--- config.mk ---
export PLATFORM = sky130hd
export DESIGN_NAME = keyboard_decoder
export DESIGN_NICKNAME = d
export VERILOG_FILES = /design/src/rtl/keyboard_decoder.sv
export SDC_FILE = /design/constraint.sdc
export NUM_CORES = 1
export LEC_CHECK = 0
export CORE_ASPECT_RATIO = 0.75
export CORE_UTILIZATION = 59
export CTS_BUF_LIST = sky130_fd_sc_hd__clkbuf_16
export DETAILED_ROUTE_END_ITERATION = 8
export PLACE_DENSITY = 0.95
export SLEW_MARGIN = 20
export SYNTH_ARGS = -nofsm -noshare
export SYNTH_HDL_FRONTEND = slang
export SYNTH_SLANG_ARGS = --single-unit
--- constraint.sdc ---
create_clock -name clk -period 9.4 [get_ports clk]
set_input_delay 1.88 -clock clk [delete_from_list [all_inputs] [get_ports clk]]
set_output_delay 1.88 -clock clk [all_outputs]
set_load 0.05 [all_outputs]
--- src/rtl/keyboard_decoder.sv ---
// -----------------------------------------------------------------------------
// keyboard_decoder
//
// Turns the PS/2 set-2 scan-code byte stream into ASCII characters, queues
// them in a small FIFO and exposes them to the processor through two
// memory-mapped read registers.
//
// The decoder tracks F0 (break) and E0 (extended) prefixes and a shift flag.
// Make codes that have a translation push one character per byte, so
// typematic repeats each produce a character. Break codes never push a
// character.
//
// Processor registers:
//   DATA_ADDR   : reading pops the head character and returns it in
//                 bits [7:0]. An empty FIFO returns 0.
//   STATUS_ADDR : bit0 = non-empty, bit1 = full, bit2 = overflow,
//                 bits[12:8] = count. Reading it clears overflow.
//
// Ports:
//   clk        in   system clock, rising edge
//   reset      in   synchronous, active-high
//   rx_data    in   [7:0]  scan-code byte from the PS/2 receiver
//   rx_valid   in   one-cycle strobe qualifying rx_data
//   proc_addr  in   [31:0] processor read address
//   proc_re    in   processor read strobe, one cycle per access
//   proc_rdata out  [31:0] registered read data, held while proc_re=0
//   key_ready  out  high while the FIFO holds at least one character
//   overflow   out  sticky flag: a character was dropped because the FIFO was full
// -----------------------------------------------------------------------------
module keyboard_decoder #(
  parameter int          FIFO_DEPTH  = 8,
  parameter logic [31:0] DATA_ADDR   = 32'h2010,
  parameter logic [31:0] STATUS_ADDR = 32'h200C
) (
  input  logic        clk,
  input  logic        reset,
  input  logic [7:0]  rx_data,
  input  logic        rx_valid,
  input  logic [31:0] proc_addr,
  input  logic        proc_re,
  output logic [31:0] proc_rdata,
  output logic        key_ready,
  output logic        overflow
);

  localparam int PW = (FIFO_DEPTH > 1) ? $clog2(FIFO_DEPTH) : 1;
  localparam int CW = $clog2(FIFO_DEPTH) + 1;

  typedef enum logic [1:0] {
    IDLE    = 2'd0,
    BRK     = 2'd1,
    EXT     = 2'd2,
    EXT_BRK = 2'd3
  } state_e;

  // Normal make codes. Letters are stored lower case and shifted to upper
  // case by subtracting 0x20. Digits and control keys ignore shift.
  // Result is {valid, ascii}.
  function automatic logic [8:0] mapNormal(input logic [7:0] code,
                                           input logic       shift);
    logic [7:0] letter;
    logic [8:0] result;
    letter = 8'h00;
    result = 9'h000;
    case (code)
      8'h1C: letter = 8'h61; // a
      8'h32: letter = 8'h62; // b
      8'h21: letter = 8'h63; // c
      8'h23: letter = 8'h64; // d
      8'h24: letter = 8'h65; // e
      8'h2B: letter = 8'h66; // f
      8'h34: letter = 8'h67; // g
      8'h33: letter = 8'h68; // h
      8'h43: letter = 8'h69; // i
      8'h3B: letter = 8'h6A; // j
      8'h42: letter = 8'h6B; // k
      8'h4B: letter = 8'h6C; // l
      8'h3A: letter = 8'h6D; // m
      8'h31: letter = 8'h6E; // n
      8'h44: letter = 8'h6F; // o
      8'h4D: letter = 8'h70; // p
      8'h15: letter = 8'h71; // q
      8'h2D: letter = 8'h72; // r
      8'h1B: letter = 8'h73; // s
      8'h2C: letter = 8'h74; // t
      8'h3C: letter = 8'h75; // u
      8'h2A: letter = 8'h76; // v
      8'h1D: letter = 8'h77; // w
      8'h22: letter = 8'h78; // x
      8'h35: letter = 8'h79; // y
      8'h1A: letter = 8'h7A; // z
      default: letter = 8'h00;
    endcase

    if (letter != 8'h00) begin
      result = {1'b1, shift ? (letter - 8'h20) : letter};
    end else begin
      case (code)
        8'h45: result = {1'b1, 8'h30};
        8'h16: result = {1'b1, 8'h31};
        8'h1E: result = {1'b1, 8'h32};
        8'h26: result = {1'b1, 8'h33};
        8'h25: result = {1'b1, 8'h34};
        8'h2E: result = {1'b1, 8'h35};
        8'h36: result = {1'b1, 8'h36};
        8'h3D: result = {1'b1, 8'h37};
        8'h3E: result = {1'b1, 8'h38};
        8'h46: result = {1'b1, 8'h39};
        8'h29: result = {1'b1, 8'h20}; // space
        8'h5A: result = {1'b1, 8'h0D}; // enter
        8'h66: result = {1'b1, 8'h08}; // backspace
        8'h76: result = {1'b1, 8'h1B}; // escape
        default: result = 9'h000;
      endcase
    end
    return result;
  endfunction

  // Extended (E0-prefixed) make codes: arrow keys map to DC1..DC4.
  function automatic logic [8:0] mapExtended(input logic [7:0] code);
    logic [8:0] result;
    result = 9'h000;
    case (code)
      8'h6B: result = {1'b1, 8'h11}; // left
      8'h74: result = {1'b1, 8'h12}; // right
      8'h75: result = {1'b1, 8'h13}; // up
      8'h72: result = {1'b1, 8'h14}; // down
      default: result = 9'h000;
    endcase
    return result;
  endfunction

  state_e       state_q, state_d;
  logic         shift_q, shift_d;
  logic [7:0]   mem_q [FIFO_DEPTH];
  logic [PW-1:0] wrPtr_q, wrPtr_d;
  logic [PW-1:0] rdPtr_q, rdPtr_d;
  logic [CW-1:0] count_q, count_d;
  logic         overflow_q, overflow_d;
  logic [31:0]  rdata_q, rdata_d;

  logic         charValid;
  logic [7:0]   charData;
  logic [8:0]   normMap;
  logic [8:0]   extMap;
  logic         isShiftCode;
  logic         fifoEmpty;
  logic         fifoFull;
  logic         dataSel;
  logic         statusSel;
  logic         pop;
  logic         push;
  logic         dropped;
  logic [4:0]   count5;
  logic [31:0]  statusWord;

  // Decoder: everything, including the prefix state and shift, moves only on
  // bytes from the receiver. Every byte returns to IDLE unless it is a prefix
  // that extends the current sequence; a stray prefix inside a break
  // sequence is simply consumed as the (ignored) break code.
  always_comb begin
    state_d     = state_q;
    shift_d     = shift_q;
    charValid   = 1'b0;
    charData    = 8'h00;
    normMap     = mapNormal(rx_data, shift_q);
    extMap      = mapExtended(rx_data);
    isShiftCode = (rx_data == 8'h12) || (rx_data == 8'h59);

    if (rx_valid) begin
      state_d = IDLE;
      case (state_q)
        IDLE: begin
          if (rx_data == 8'hF0) begin
            state_d = BRK;
          end else if (rx_data == 8'hE0) begin
            state_d = EXT;
          end else if (isShiftCode) begin
            shift_d = 1'b1;
          end else begin
            charValid = normMap[8];
            charData  = normMap[7:0];
          end
        end
        EXT: begin
          if (rx_data == 8'hF0) begin
            state_d = EXT_BRK;
          end else begin
            charValid = extMap[8];
            charData  = extMap[7:0];
          end
        end
        BRK: begin
          if (isShiftCode) begin
            shift_d = 1'b0;
          end
        end
        EXT_BRK: begin
          state_d = IDLE;
        end
        default: begin
          state_d = IDLE;
        end
      endcase
    end
  end

  always_ff @(posedge clk) begin
    if (reset) begin
      state_q <= IDLE;
      shift_q <= 1'b0;
    end else begin
      state_q <= state_d;
      shift_q <= shift_d;
    end
  end

  // FIFO control and register reads. A pop frees a slot in the same cycle,
  // so a push into a full FIFO succeeds when a data read pops alongside it.
  // A data read of an empty FIFO never pops, so a simultaneous push lands
  // and the read returns zero.
  always_comb begin
    fifoEmpty  = (count_q == '0);
    fifoFull   = (count_q == CW'(FIFO_DEPTH));
    dataSel    = proc_re && (proc_addr == DATA_ADDR);
    statusSel  = proc_re && (proc_addr == STATUS_ADDR) && !dataSel;
    pop        = dataSel && !fifoEmpty;
    push       = charValid && (!fifoFull || pop);
    dropped    = charValid && fifoFull && !pop;
    count5     = 5'(count_q);
    statusWord = {19'h0, count5, 5'h0, overflow_q, fifoFull, !fifoEmpty};

    wrPtr_d = push ? (wrPtr_q + PW'(1)) : wrPtr_q;
    rdPtr_d = pop  ? (rdPtr_q + PW'(1)) : rdPtr_q;

    count_d = count_q;
    if (push && !pop) begin
      count_d = count_q + CW'(1);
    end else if (pop && !push) begin
      count_d = count_q - CW'(1);
    end

    // A drop in the same cycle as a status read leaves the flag set.
    overflow_d = overflow_q;
    if (dropped) begin
      overflow_d = 1'b1;
    end else if (statusSel) begin
      overflow_d = 1'b0;
    end

    rdata_d = rdata_q;
    if (dataSel) begin
      rdata_d = fifoEmpty ? 32'h0 : {24'h0, mem_q[rdPtr_q]};
    end else if (statusSel) begin
      rdata_d = statusWord;
    end else if (proc_re) begin
      rdata_d = 32'h0;
    end
  end

  always_ff @(posedge clk) begin
    if (reset) begin
      wrPtr_q    <= '0;
      rdPtr_q    <= '0;
      count_q    <= '0;
      overflow_q <= 1'b0;
      rdata_q    <= 32'h0;
    end else begin
      wrPtr_q    <= wrPtr_d;
      rdPtr_q    <= rdPtr_d;
      count_q    <= count_d;
      overflow_q <= overflow_d;
      rdata_q    <= rdata_d;
    end
  end

  // Storage needs no reset: entries are only visible once count covers them.
  always_ff @(posedge clk) begin
    if (push && !reset) begin
      mem_q[wrPtr_q] <= charData;
    end
  end

  assign proc_rdata = rdata_q;
  assign key_ready  = (count_q != '0);
  assign overflow   = overflow_q;

endmodule

==> results of run 1 <==
metrics by stage:
stage | setup WS (ns) | utilization [%] | instances | power (uW)
2_1_floorplan | 4.33 | - | 479 | 571
3_3_place_gp | 3.07 | 67.7 | 606 | 604
3_5_place_dp | 2.91 | 67.7 | 606 | 609
4_1_cts | 3.20 | 71.1 | 622 | 952
5_1_grt | 2.91 | 71.3 | 622 | 986
6_report | 3.18 | 71.3 | 622 | 957
worst max-delay path, cell delays in order:
cell and delay [ns]:
sky130_fd_sc_hd__clkdlybuf4s50_1 0.68, sky130_fd_sc_hd__inv_1 0.18, sky130_fd_sc_hd__ha_1 0.38, sky130_fd_sc_hd__nand2b_1 0.25, sky130_fd_sc_hd__a311oi_1 0.31, sky130_fd_sc_hd__a311oi_1 0.12, sky130_fd_sc_hd__a31oi_2 0.42, sky130_fd_sc_hd__nand4_2 0.24
sky130_fd_sc_hd__o211ai_4 0.42, sky130_fd_sc_hd__inv_4 0.09, sky130_fd_sc_hd__ha_1 0.22, sky130_fd_sc_hd__inv_1 0.12, sky130_fd_sc_hd__ha_1 0.24, sky130_fd_sc_hd__a21o_1 0.17, sky130_fd_sc_hd__a21oi_1 0.18, sky130_fd_sc_hd__xnor2_1 0.11
sky130_fd_sc_hd__or3_1 0.31, sky130_fd_sc_hd__a21oi_1 0.15
cells by family (layout without fill, tap and decap cells):
kind of cell             count (synthesis)  after routing  synth area share (%)
AND/OR/NAND/NOR                        162            162                  16.9
flip-flops                              93             93                  48.1
AO/OA/AOI/OAI                           83             83                  11.6
buffers and inverters                   60             95                  6.71
multiplexers                            39             39                  11.6
adder cells (fa/ha/maj)                 15             15                  3.75
XOR/XNOR                                 7              7                  1.18
other                                    1             20                0.0721
layout by cell type, fill, tap and decap left out, drive strengths merged, types with 12 or more instances in the layout:
master	count
inv	17
conb	20
clkdlybuf4s50	56
dfxtp	29
nand2	24
nor3	15
mux2i	18
a21oi	20
edfxtp	64
nand3	12
mux4	16
nor2	48
ha	14
worst paths after layout:
check	cells past startpoint	end	slack [ns]
worst min-delay path	2	proc_rdata[0]	0.47
worst min register to register	2	proc_rdata[0]	0.47
worst max-delay path	18	count_q[3]	3.18
worst max register to register	13	count_q[3]	5.68
cell type report:
cell class | count | area [um2] | share of cell area (%)
timing repair buffer | 66 | 633 | 10.5
multi-input combinational | 326 | 2440 | 40.3
clock buffer | 9 | 225 | 3.72
inverter | 13 | 51.3 | 0.847
sequential | 93 | 2500 | 41.3
clock inverter | 7 | 63.8 | 1.05
tap | 108 | 135 | 2.23
flip-flops by register name (all words and copies together) (netlist names), named ones only:
name        cells
state_q         2
rdPtr_q         3
shift_q         1
mem_q          64
wrPtr_q         3
count_q         4
proc_rdata     12
overflow        1
power breakdown:
part | switching [uW] | internal, uW | total (uW)
Clock | 164 | 185 | 349
Combinational | 100 | 56.8 | 157
Sequential | 8.33 | 443 | 451
layer usage:
layer	vias to the layer above	share of wire (%)
met5	-	0
met4	0	3.1
met3	56	12
met2	354	47
met1	1971	38
li1	1800	-
==> impl_metrics.sql, run 1 <==
INSERT INTO impl_metrics (metric_group, metric, value, unit) VALUES
('clocking', 'clkSlewWorstSetupHoldPaths', '0.07', 'ns'),
('clocking', 'cts_hold_buffers', '0', ''),
('yosys', 'yosysSeqAreaShare', '48.1', '%'),
('grt', 'number_of_antenna_violations_at_the_first_check_in_global_routing', '0', ''),
('floorplan', 'horizontal_die_dimension', '110', 'um'),
('critical_path', 'critPathMaxFanout', '10', ''),
('critical_path', 'timing.setup.critical_path_class', 'in2reg', ''),
('yosys', 'synth_flop_cell', 'sky130_fd_sc_hd__edfxtp_1', ''),
('floorplan', 'core_region_area', '8490', 'um2'),
('job', 'drv_cap', '0', ''),
('yosys', 'yosysWarningCount', '0', ''),
('sta', 'hold-worst-slack', '0.465', 'ns'),
('power_and_ir_drop', 'power-per-cell-area', '158', 'nW/um2'),
('critical_path', 'start_of_the_worst_register_to_register_path', 'state_q[1]', ''),
('worst_hold_path', 'startpoint_of_the_worst_hold_path', 'proc_rdata[0]', ''),
('finish', 'diode_insertion_count_for_antenna_repair', '0', ''),
('floorplan', 'fp.dieH', '83.3', 'um'),
('sta', 'report.final.slew_viol_count', '0', ''),
('yosys', 'synth.top_cell.area_share', '37.0', '%'),
('grt', 'gr-usage-met3', '6.36', '%'),
('detailed_routing', 'route.detailed.drc', '0', ''),
('placed_design', 'postPlaceCellArea', '5750', 'um2'),
('yosys', 'synth_common_cells', 'sky130_fd_sc_hd__edfxtp_1, sky130_fd_sc_hd__nor2_1, sky130_fd_sc_hd__dfxtp_1, sky130_fd_sc_hd__buf_4, sky130_fd_sc_hd__nand2_1', ''),
('yosys', 'syn_area', '5200', 'um2'),
('floorplan', 'initial_utilization', '61.2', '%'),
('placed_design', 'gpl.final_weighted_congestion', '0.947', ''),
('yosys', 'synth-edff-count', '64', ''),
('placed_design', 'dp_hpwl', '8650', 'um'),
('outcome', 'outcome', 'completed', ''),
('floorplan', 'design.portCount', '78', ''),
('sta', 'timing_worst_slew_pin_value', '0.954', 'ns'),
('sta', 'max_clock_freq', '161', 'MHz'),
('power_and_ir_drop', 'power_leakage', '0.00208', 'uW'),
('yosys', 'distinct_cells_synth', '72', ''),
('detailed_routing', 'vias', '4181', ''),
('detailed_routing', 'post_drt_wl_per_cell', '21.4', 'um'),
('yosys', 'ys_ff_latch', '93', ''),
('sta', 'timing.final.crit_share', '66.2', '%'),
('critical_path', 'crit_path_start_kind', 'input port', ''),
('placed_design', 'io_buffer_count', '57', ''),
('detailed_routing', 'dr.first_iter.drc_count', '480', ''),
('yosys', 'post_syn_area_per_cell', '11.3', 'um2'),
('clocking', 'worstSkewPairLatency', '0.34', 'ns'),
('clocking', 'clkSinkCount', '93', ''),
('clocking', 'cts_made_buffers', '9', ''),
('clocking', 'post_cts_resized', '0', ''),
('finish', 'final_cell_area', '6050', 'um2'),
('grt', 'grt_start_max_net_pins', '36', ''),
('sta', 'relSlewSlack', '36.0', '%'),
('clocking', 'clock_path_buffers', '2', ''),
('sta', 'hold_violations', '0', ''),
('yosys', 'synthArstFlopShare', '0', '%'),
('detailed_routing', 'via_per_inst', '6.72', ''),
('grt', 'gr-max-usage-layer', 'met2', ''),
('grt', 'grt_use_met1', '41.1', '%'),
('critical_path', 'worst-endpoint-arrival', '6.49', 'ns'),
('detailed_routing', 'dr.pass1.iters', '5', ''),
('critical_path', 'crit_path_end_kind', 'flop', ''),
('power_and_ir_drop', 'ir_drop', '0.113', 'mV'),
('grt', 'grt_pass1_wl', '20400', 'um'),
('grt', 'globalRouteOverflowTotal', '0', ''),
('finish', 'final_layout_size_suffix_gt1_share', '12.6', '%'),
('finish', 'fill_cell_instance_count_of_the_final_layout', '553', ''),
('clocking', 'cts_tree', 'yes', ''),
('sta', 'period_needed', '6.22', 'ns'),
('yosys', 'netlist_instances', '460', ''),
('finish', 'nNetsFinal', '568', ''),
('detailed_routing', 'drt-total-wl', '13300', 'um'),
('floorplan', 'die-area', '9190', 'um2'),
('critical_path', 'worst_ep_required_time', '9.67', 'ns'),
('critical_path', 'crit_start', 'rx_data[1]', '');
Power figures use the tool's default switching activity.
==> run 2: changes to the inputs <==
Settings changed: CORE_UTILIZATION 59 to 55, PLACE_DENSITY 0.95 to 0.92.
Clock period 9.4 ns to 5.9 ns, I/O delays scaled along.
==> run 2 against run 1 <==
Compared with the run above: core utilization down 3.6 points; via count is 0.55% higher; clock skew barely moved; hold slack got worse by 0.0061 ns; critical path depth stayed put; wire length grew 2.8%; setup slack got worse by 2.6 ns; cell count is 4.2% higher; global-route usage shrank 1.6 points; count of clock-buffer cells in the layout stayed put; non-clock buffer count is 6 higher; design area is 2.0% higher; highest routed layer unchanged.
==> impl_metrics.sql, run 2 (synthesis gave the netlist of run 1 again) <==
INSERT INTO impl_metrics (metric_group, metric, value, unit) VALUES
('critical_path', 'crit_family', 'compound AO/OA/AOI/OAI gates', ''),
('clocking', 'htree_levels', '3', ''),
('clocking', 'cts_hold_buffers', '0', ''),
('placed_design', 'place_inst', '632', ''),
('placed_design', 'postPlaceCellArea', '5830', 'um2'),
('finish', 'stdcell_count', '648', ''),
('sta', 'relSlewSlack', '30.3', '%'),
('detailed_routing', 'post_drt_wl_per_cell', '21.1', 'um'),
('floorplan', 'horizontal_die_dimension', '114', 'um'),
('finish', 'final_util', '67.7', '%'),
('grt', 'grt_pass1_wl', '20800', 'um'),
('floorplan', 'core_region_area', '9120', 'um2'),
('clocking', 'cell_at_the_root_of_the_clock_tree', 'sky130_fd_sc_hd__clkbuf_16', ''),
('floorplan', 'design.portCount', '78', ''),
('floorplan', 'fp.dieH', '86.2', 'um'),
('sta', 'setup_total_negative_slack', '0', 'ns'),
('detailed_routing', 'dr.first_iter.drc_count', '557', ''),
('placed_design', 'gpl.final_weighted_congestion', '0.959', ''),
('detailed_routing', 'route.detailed.drc', '0', ''),
('grt', 'global_route.usage.total', '28.4', '%'),
('critical_path', 'worst_ep_required_time', '6.16', 'ns'),
('power_and_ir_drop', 'power-per-cell-area', '265', 'nW/um2'),
('grt', 'number_of_antenna_violations_at_the_first_check_in_global_routing', '0', ''),
('finish', 'nNetsFinal', '574', ''),
('clocking', 'post_cts_resized', '0', ''),
('clocking', 'clock_path_buffers', '2', ''),
('critical_path', 'crit_path_cell_trace', 'clkdlybuf4s50_1, inv_1, ha_1, mux2i_2, o211ai_1, a32o_1, a31oi_2, nand4_2, o211ai_4, inv_4, ha_1, inv_1, ha_1, a21o_1, a21oi_1, xnor2_1, or3_1, a21oi_1', ''),
('detailed_routing', 'vias', '4204', ''),
('finish', 'multiInputGateArea', '2420', 'um2'),
('sta', 'max_clock_freq', '189', 'MHz'),
('clocking', 'cts_made_buffers', '9', ''),
('floorplan', 'placement_rows', '30', ''),
('floorplan', 'initial_utilization', '57.0', '%'),
('critical_path', 'worst-path-buf-inv', '4', ''),
('finish', 'regMostFlops', 'mem_q', ''),
('finish', 'fill_cell_instance_count_of_the_final_layout', '610', ''),
('clocking', 'cts_tree', 'yes', ''),
('sta', 'setup_viol', '0', ''),
('critical_path', 'critPathMaxFanout', '10', ''),
('grt', 'via_count_of_the_first_global_routing_pass', '3970', ''),
('sta', 'rsz_0062_raised_after_global_routing', 'false', ''),
('finish', 'sequential_cell_area', '2500', 'um2'),
('sta', 'period_needed', '5.29', 'ns'),
('finish', 'diode_insertion_count_for_antenna_repair', '0', ''),
('finish', 'layout.cells.most_common', 'sky130_fd_sc_hd__edfxtp_1', ''),
('finish', 'final_layout_size_suffix_gt1_share', '13.5', '%'),
('power_and_ir_drop', 'ir_drop', '0.138', 'mV'),
('floorplan', 'die-area', '9850', 'um2'),
('grt', 'grt_start_max_net_pins', '33', ''),
('clocking', 'post-cts-setup-buffers', '0', ''),
('detailed_routing', 'via_per_inst', '6.49', ''),
('finish', 'final_cell_area', '6170', 'um2'),
('finish', 'final_cell_mix', 'sky130_fd_sc_hd__edfxtp_1, sky130_fd_sc_hd__clkdlybuf4s50_1, sky130_fd_sc_hd__nor2_1', ''),
('detailed_routing', 'drt-total-wl', '13700', 'um'),
('critical_path', 'crit_path_end_kind', 'flop', ''),
('detailed_routing', 'dr.pass1.iters', '6', ''),
('critical_path', 'worst-endpoint-arrival', '5.56', 'ns'),
('sta', 'timing_worst_slew_pin_value', '1.04', 'ns'),
('critical_path', 'crit_path_start_kind', 'input port', ''),
('critical_path', 'crit_top_cell', 'sky130_fd_sc_hd__ha_1', ''),
('clocking', 'clkSlewWorstSetupHoldPaths', '0.06', 'ns'),
('detailed_routing', 'antenna_nets_post_route', '0', ''),
('placed_design', 'io_buffer_count', '57', ''),
('clocking', 'clkSinkCount', '93', ''),
('clocking', 'worstSkewPairLatency', '0.34', 'ns'),
('sta', 'hold_violations', '0', ''),
('worst_hold_path', 'hold_class', 'reg2reg', ''),
('power_and_ir_drop', 'fin_total_pwr', '1640', 'uW'),
('sta', 'timing.final.crit_share', '89.7', '%'),
('outcome', 'outcome', 'completed', ''),
('finish', 'syn_to_final_growth', '18.8', '%'),
('placed_design', 'dp_hpwl', '9230', 'um'),
('finish', 'largest_register_ff_count', '64', ''),
('grt', 'globalRouteOverflowTotal', '0', ''),
('power_and_ir_drop', 'power_leakage', '0.00214', 'uW'),
('job', 'drv_cap', '0', ''),
('critical_path', 'timing.setup.critical_path_class', 'in2reg', ''),
('critical_path', 'cpMaxStageDelayCell', 'sky130_fd_sc_hd__clkdlybuf4s50_1', ''),
('sta', 'report.final.slew_viol_count', '0', ''),
('critical_path', 'critPathMaxStageDelay', '0.54', 'ns'),
('sta', 'setup_skew', '0.00859', 'ns');
## run 2: cell count changes in the layout (fill, tap and decap cells not counted), sizes merged
cell	before	now
inv	17	15
buf	10	16
bufinv	0	3
clkinv	1	2
clkinvlp	2	0
## run 2: area by class of cell
cell class / count / area share (%)
Clock inverter: 7 / 1.95
Sequential cell: 93 / 40.5
Tap cell: 128 / 2.59
Clock buffer: 9 / 3.65
Timing Repair Buffer: 72 / 11.2
Inverter: 13 / 0.831
Multi-Input combinational cell: 326 / 39.3
## run 2: layer usage
metal / GRT usage (%) / wire length (um)
met1: 35.5 / 5270
met2: 46.2 / 6360
met3: 9.65 / 1650
met4: 10.2 / 407
met5: 0 / 0
## run 2: worst paths after layout
kind,start,cells after the start,slack [ns],end
hold reg to reg,proc_rdata[0],2,0.46,proc_rdata[0]
setup / recovery,rx_data[0],18,0.61,count_q[3]
setup reg to reg,state_q[1],13,2.18,count_q[3]
hold / removal,proc_rdata[0],2,0.46,proc_rdata[0]
## run 2: report_power, final
| group | internal [uW] | switching (uW) | leakage [uW] |
|---|---|---|---|
| combinational | 94.1 | 162 | 0.00117 |
| sequential | 706 | 12.9 | 0.000800 |
| clock | 416 | 244 | 0.000168 |
## run 2: worst register-to-register path, stage by stage, from the launching register on
cell	delay (ns)
sky130_fd_sc_hd__dfxtp_1	0.40
sky130_fd_sc_hd__nor4b_1	0.54
sky130_fd_sc_hd__o21ai_1	0.27
sky130_fd_sc_hd__a21oi_1	0.53
sky130_fd_sc_hd__o211ai_4	0.26
sky130_fd_sc_hd__inv_4	0.13
sky130_fd_sc_hd__ha_1	0.21
sky130_fd_sc_hd__inv_1	0.11
sky130_fd_sc_hd__ha_1	0.28
sky130_fd_sc_hd__a21o_1	0.18
sky130_fd_sc_hd__a21oi_1	0.19
sky130_fd_sc_hd__xnor2_1	0.11
sky130_fd_sc_hd__or3_1	0.32
sky130_fd_sc_hd__a21oi_1	0.14
## run 2: metrics by stage
stage | worst slack, ns | hold slack [ns]
after floorplan | 1.53 | 0.479
after global placement | 0.620 | 0.443
after detailed placement | 0.423 | 0.453
after CTS | 0.668 | 0.462
after global routing | 0.378 | 0.487
final | 0.608 | 0.459
